[src/rtl/manual_override_ctrl.sv]
// Manual override controller: synchronizes and debounces two push buttons,
// runs an AUTO/MANUAL mode FSM and auto-releases manual mode after a
// period without button presses.
module manual_override_ctrl #(
  parameter int unsigned DEBOUNCE_CYCLES = 1000000,
  parameter int unsigned TICKS_PER_SEC   = 100000000,
  parameter int unsigned TIMEOUT_SEC     = 30
) (
  input  logic       clk,
  input  logic       reset,
  input  logic       btn_mode,
  input  logic       btn_next,
  output logic       manual_override,
  output logic [1:0] manual_state,
  output logic       timeout_pulse
);

  localparam int unsigned DW = 24;
  localparam int unsigned PW = (TICKS_PER_SEC > 1) ? $clog2(TICKS_PER_SEC) : 1;
  localparam int unsigned SW = 8;
  localparam logic [DW-1:0] DB_LAST   = DW'(DEBOUNCE_CYCLES - 1);
  localparam logic [PW-1:0] PRESC_LAST = PW'(TICKS_PER_SEC - 1);
  localparam logic [SW-1:0] SEC_LAST   = SW'((TIMEOUT_SEC == 0) ? 0 : TIMEOUT_SEC - 1);
  localparam logic [1:0] ST_RED    = 2'b00;
  localparam logic [1:0] ST_YELLOW = 2'b01;
  localparam logic [1:0] ST_GREEN  = 2'b10;

  typedef enum logic {AUTO = 1'b0, MANUAL = 1'b1} state_e;

  // bit 0 = btn_mode, bit 1 = btn_next
  logic [1:0]    sync1_q, sync2_q;
  logic [1:0]    acc_q, acc_d, prev_q;
  logic [DW-1:0] cnt_q [2];
  logic [DW-1:0] cnt_d [2];
  logic [1:0]    evt;

  state_e        state_q, state_d;
  logic          override_q, override_d;
  logic [1:0]    mstate_q, mstate_d;
  logic          tpulse_q, tpulse_d;
  logic [PW-1:0] presc_q, presc_d;
  logic [SW-1:0] sec_q, sec_d;

  // Two-flop synchronizers, debounce counters and accepted levels
  always_ff @(posedge clk or posedge reset) begin
    if (reset) begin
      sync1_q <= '0;
      sync2_q <= '0;
      acc_q   <= '0;
      prev_q  <= '0;
      for (int b = 0; b < 2; b++) cnt_q[b] <= '0;
    end else begin
      sync1_q <= {btn_next, btn_mode};
      sync2_q <= sync1_q;
      acc_q   <= acc_d;
      prev_q  <= acc_q;
      for (int b = 0; b < 2; b++) cnt_q[b] <= cnt_d[b];
    end
  end

  // Debounce: count while synced level disagrees with accepted level
  always_comb begin
    acc_d = acc_q;
    for (int b = 0; b < 2; b++) begin
      cnt_d[b] = '0;
      if (sync2_q[b] != acc_q[b]) begin
        if (cnt_q[b] == DB_LAST) begin
          acc_d[b] = ~acc_q[b];
        end else begin
          cnt_d[b] = cnt_q[b] + DW'(1);
        end
      end
    end
  end

  // Press events on accepted 0->1 only
  assign evt = acc_q & ~prev_q;

  // FSM state, output and timeout counter registers
  always_ff @(posedge clk or posedge reset) begin
    if (reset) begin
      state_q    <= AUTO;
      override_q <= 1'b0;
      mstate_q   <= ST_RED;
      tpulse_q   <= 1'b0;
      presc_q    <= '0;
      sec_q      <= '0;
    end else begin
      state_q    <= state_d;
      override_q <= override_d;
      mstate_q   <= mstate_d;
      tpulse_q   <= tpulse_d;
      presc_q    <= presc_d;
      sec_q      <= sec_d;
    end
  end

  // Next state: mode event beats next event, any event beats timeout
  always_comb begin
    state_d    = state_q;
    override_d = override_q;
    mstate_d   = mstate_q;
    tpulse_d   = 1'b0;
    presc_d    = '0;
    sec_d      = '0;
    case (state_q)
      AUTO: begin
        mstate_d = ST_RED;
        if (evt[0]) begin
          state_d    = MANUAL;
          override_d = 1'b1;
        end
      end
      MANUAL: begin
        if (evt[0]) begin
          state_d    = AUTO;
          override_d = 1'b0;
          mstate_d   = ST_RED;
        end else if (evt[1]) begin
          case (mstate_q)
            ST_RED:    mstate_d = ST_YELLOW;
            ST_YELLOW: mstate_d = ST_GREEN;
            default:   mstate_d = ST_RED;
          endcase
        end else if (TIMEOUT_SEC != 0) begin
          if (presc_q == PRESC_LAST) begin
            if (sec_q == SEC_LAST) begin
              state_d    = AUTO;
              override_d = 1'b0;
              mstate_d   = ST_RED;
              tpulse_d   = 1'b1;
            end else begin
              sec_d = sec_q + SW'(1);
            end
          end else begin
            presc_d = presc_q + PW'(1);
            sec_d   = sec_q;
          end
        end
      end
      default: begin
        state_d    = AUTO;
        override_d = 1'b0;
        mstate_d   = ST_RED;
      end
    endcase
  end

  assign manual_override = override_q;
  assign manual_state    = mstate_q;
  assign timeout_pulse   = tpulse_q;

endmodule

[config.mk]
export PLATFORM = sky130hd
export DESIGN_NAME = manual_override_ctrl
export DESIGN_NICKNAME = d
export VERILOG_FILES = /design/src/rtl/manual_override_ctrl.sv
export SDC_FILE = /design/constraint.sdc
export NUM_CORES = 1
export LEC_CHECK = 0
export ABC_AREA = 1
export BUFFER_PORTS_ARGS = -buffer_cell sky130_fd_sc_hd__buf_2
export CAP_MARGIN = 20
export CORE_ASPECT_RATIO = 0.75
export CORE_UTILIZATION = 50
export DETAILED_ROUTE_END_ITERATION = 8
export GPL_TIMING_DRIVEN = 1
export MAX_ROUTING_LAYER = met4
export PLACE_DENSITY = 0.69
export SLEW_MARGIN = 20
export SYNTH_ARGS = -nofsm -noshare
export SYNTH_HDL_FRONTEND = slang
export SYNTH_SLANG_ARGS = --single-unit
export TNS_END_PERCENT = 50
[constraint.sdc]
create_clock -name clk -period 6 [get_ports clk]
set_clock_uncertainty 0.1 [all_clocks]
set_input_delay 1.2 -clock clk [delete_from_list [all_inputs] [get_ports clk]]
set_output_delay 1.2 -clock clk [all_outputs]
set_load 0.03 [all_outputs]
==> impl_results.md <==
* Status: complete, no violations
* Reg2reg setup slack at 4060 ps
* Post-route setup slack at 3750 ps
* Power Density at 217.9 nW/um^2
* CTS Buf Count at 9
* # placed instances at 905
* Clock sink count at 96
* Post-Synthesis Cells at 769
* Final hold viol count at 0
* Delay-heaviest family, CP: flip-flops
* Most frequent cells in the layout: nand2_1 (190), nor2_1 (171), dfrtp_1 (96)
* Pin count of the biggest net entering global routing at 60
* Cell area after synthesis at 5564 um^2
* Drt drc at 0
* 1st-iter DRT viols at 423
* Area leader, netlist: dfrtp_1
* EDFF count, synth at 0
* Post-route ant nets at 0
* RSZ-0062 raised after global routing: false
* Cts hold-fix bufs at 0
* Crit path DAT at 950 ps
* Commonest non-fill, non-tap cell in the layout: nand2_1
* Area of the core at 10530 um^2
* Slowest cell on crit path: dfrtp_1
* CTS tree: done
* Area of the multi-input gates at 2741 um^2
* Clock Path Buffers at 2
* Area of the die at 11560 um^2
* Slew of the pin with the lowest slew margin at 742.0 ps
* Worst path max stage delay at 390 ps
* Aggregate negative setup slack at 0 ps
* Asr flop ratio synth at 100.0%
* Setup slack at placement at 3438 ps
* IO Count at 8
* Setup violations, final at 0
* Antenna violations before repair at 0
* Worst path bufs/invs at 1
* Fin. max-slew vios at 0
* Final Power at 1.322 mW
* Crit-path cells: buf_2
* Hold path startpoint: sync1_q[1]
* Seq/Total Area, Yosys at 43.18%
* N_diodes at 0
* Die extent in y at 93.36 um
* Final min period at 2250 ps
* Primary FF master, synth: dfrtp_1
* Fin crit share at 37.49%
* Num rows at 32
* Vias per cell at 5.289
* Worst-skew pair later-pin latency at 340 ps
* Post-Syn Area per Cell at 7.235 um^2
* Area Growth Syn to Fin at 9.017%
* LEAKAGE at 2.679 nW
* Final cell count without fillers at 921
* # fillers at 954
* Hold depth at 0
* Starting Density at 52.84%
* Nets@finish at 789
* Vias in the first global route at 4655
* Total Wirelength at 12520 um
* Worst R2R Path Depth at 6
* Die width at 123.8 um
* First-pass GRT wire length at 21670 um
* Setup Fix Bufs, Post-CTS at 0
* Unique masters post-synth at 34
* FF-to-FF Start: cnt_q[24]
* Root Buffer: clkbuf_16
* Tot GR Track Use at 24.70%
* Share of layout cells above drive strength 1 at 7.771%
* Critical path data required time at 4700 ps
* Max VDD drop at 0.1551 mV
* Area share of the largest cell type after synthesis at 43.18%
* Drt first pass iters at 5
* PortBufs at 7
* Register bit total from synthesis at 96
* Post-CTS sizing at 0
* Max-slew headroom at 50.53%
* Design area at 6066 um^2
* Critical path class: flip-flop to output pin
* Worst r2r dst: cnt_q[33]
* Register area at 2402 um^2
* DP HPWL at 9227 um
* HP Class: flip-flop to flip-flop
* Area post-placement at 5727 um^2
* Clock Pin Slew Worst Setup and Hold Paths at 60 ps
* Crit start category: flip-flop
* GR Overflow Total at 0
* Syn_nets at 778
* Max Clk Rate at 0.4445 GHz
* H-tree level count at 3
* Worst Hold Endpoint: sync2_q[1]
* CP Capture Type: output pin
* Ys Warns at 0
* Vias at 4871
* Gpl congestion at 0.9502
* Max Cap Viol at 0
* Routed len/inst at 13.59 um
* Largest cells by area after synthesis: dfrtp_1 (43%), nand2_1 (13%), nor2_1 (12%), inv_1 (6.1%), nand3_1 (4.8%)
* Crit Path Max Fanout at 4
[layer usage]
metal / wire length [um] / vias up / GRT usage, %
met5: 0 / - / -
met4: 120 / 0 / 6.727
met3: 919 / 11 / 5.976
met2: 5040 / 153 / 34.44
met1: 6436 / 2269 / 35.52
li1: - / 2438 / -
[kinds of logic after synthesis]
kind of cell / count (synthesis) / share of synthesized area [%]
and+or+nand+nor: 506 / 40.72
AOI/OAI and AO/OA: 29 / 3.013
buffers and inverters: 105 / 7.555
adders and majority gates: 5 / 1.124
xor gates and xnor gates: 28 / 4.407
DFF: 96 / 43.18
[synthesized netlist by cell type, types with 3 or more instances]
cell        n
nand2_1   190
nor2_1    171
dfrtp_1    96
inv_1      90
nand3_1    53
nor3_1     34
xor2_1     24
nand4_1    22
a21oi_1    11
o21ai_0    11
nor2_4      8
nor2_2      6
ha_1        5
inv_2       5
nand3_2     5
nor3b_1     5
nand2_4     4
xnor2_1     4
buf_2       3
buf_4       3
o21bai_1    3
[worst max-delay path by stage]
stage | start | to | slack, ps | cells after the start
finish | manual_state[0] | manual_state[0] | 3750 | 1
detailed placement | reset | presc_q[24] | 3440 | 3
global placement | reset | presc_q[22] | 3480 | 3
CTS | manual_state[1] | manual_state[1] | 3730 | 1
floorplan | reset | acc_q[0] | 2190 | 1
global route | reset | presc_q[18] | 3650 | 3
[final cells by class]
class / instances / area share, %
Sequential cell: 96 / 39.60
Clock buffer: 11 / 4.167
Timing Repair Buffer: 8 / 0.7013
Inverter: 97 / 6.106
Multi-Input combinational cell: 568 / 45.19
Clock inverter: 5 / 1.423
Tap cell: 136 / 2.805
[power breakdown]
part,switching [mW],internal (mW),total [mW]
sequential,0.00411,0.652,0.656
combinational,0.0228,0.00560,0.0284
clock,0.247,0.391,0.638
[per-stage QoR]
stage / hold WS (ps) / util, %
after detailed placement: 234.7 / 54.38
after floorplan: 231.2 / -
after CTS: 256.7 / 57.60
after global placement: 234.8 / 54.38
after global routing: 277.4 / 57.60
final: 251.6 / 57.60
[registers in the layout, indices dropped and copies added (netlist names)]
| register | count |
|---|---|
| sec_q | 8 |
| sync2_q | 2 |
| manual_state | 2 |
| acc_q | 2 |
| timeout_pulse | 1 |
| state_q | 1 |
| prev_q | 2 |
| presc_q | 27 |
| cnt_q | 48 |
| manual_override | 1 |
| sync1_q | 2 |
(Power assumes the default switching activity.)
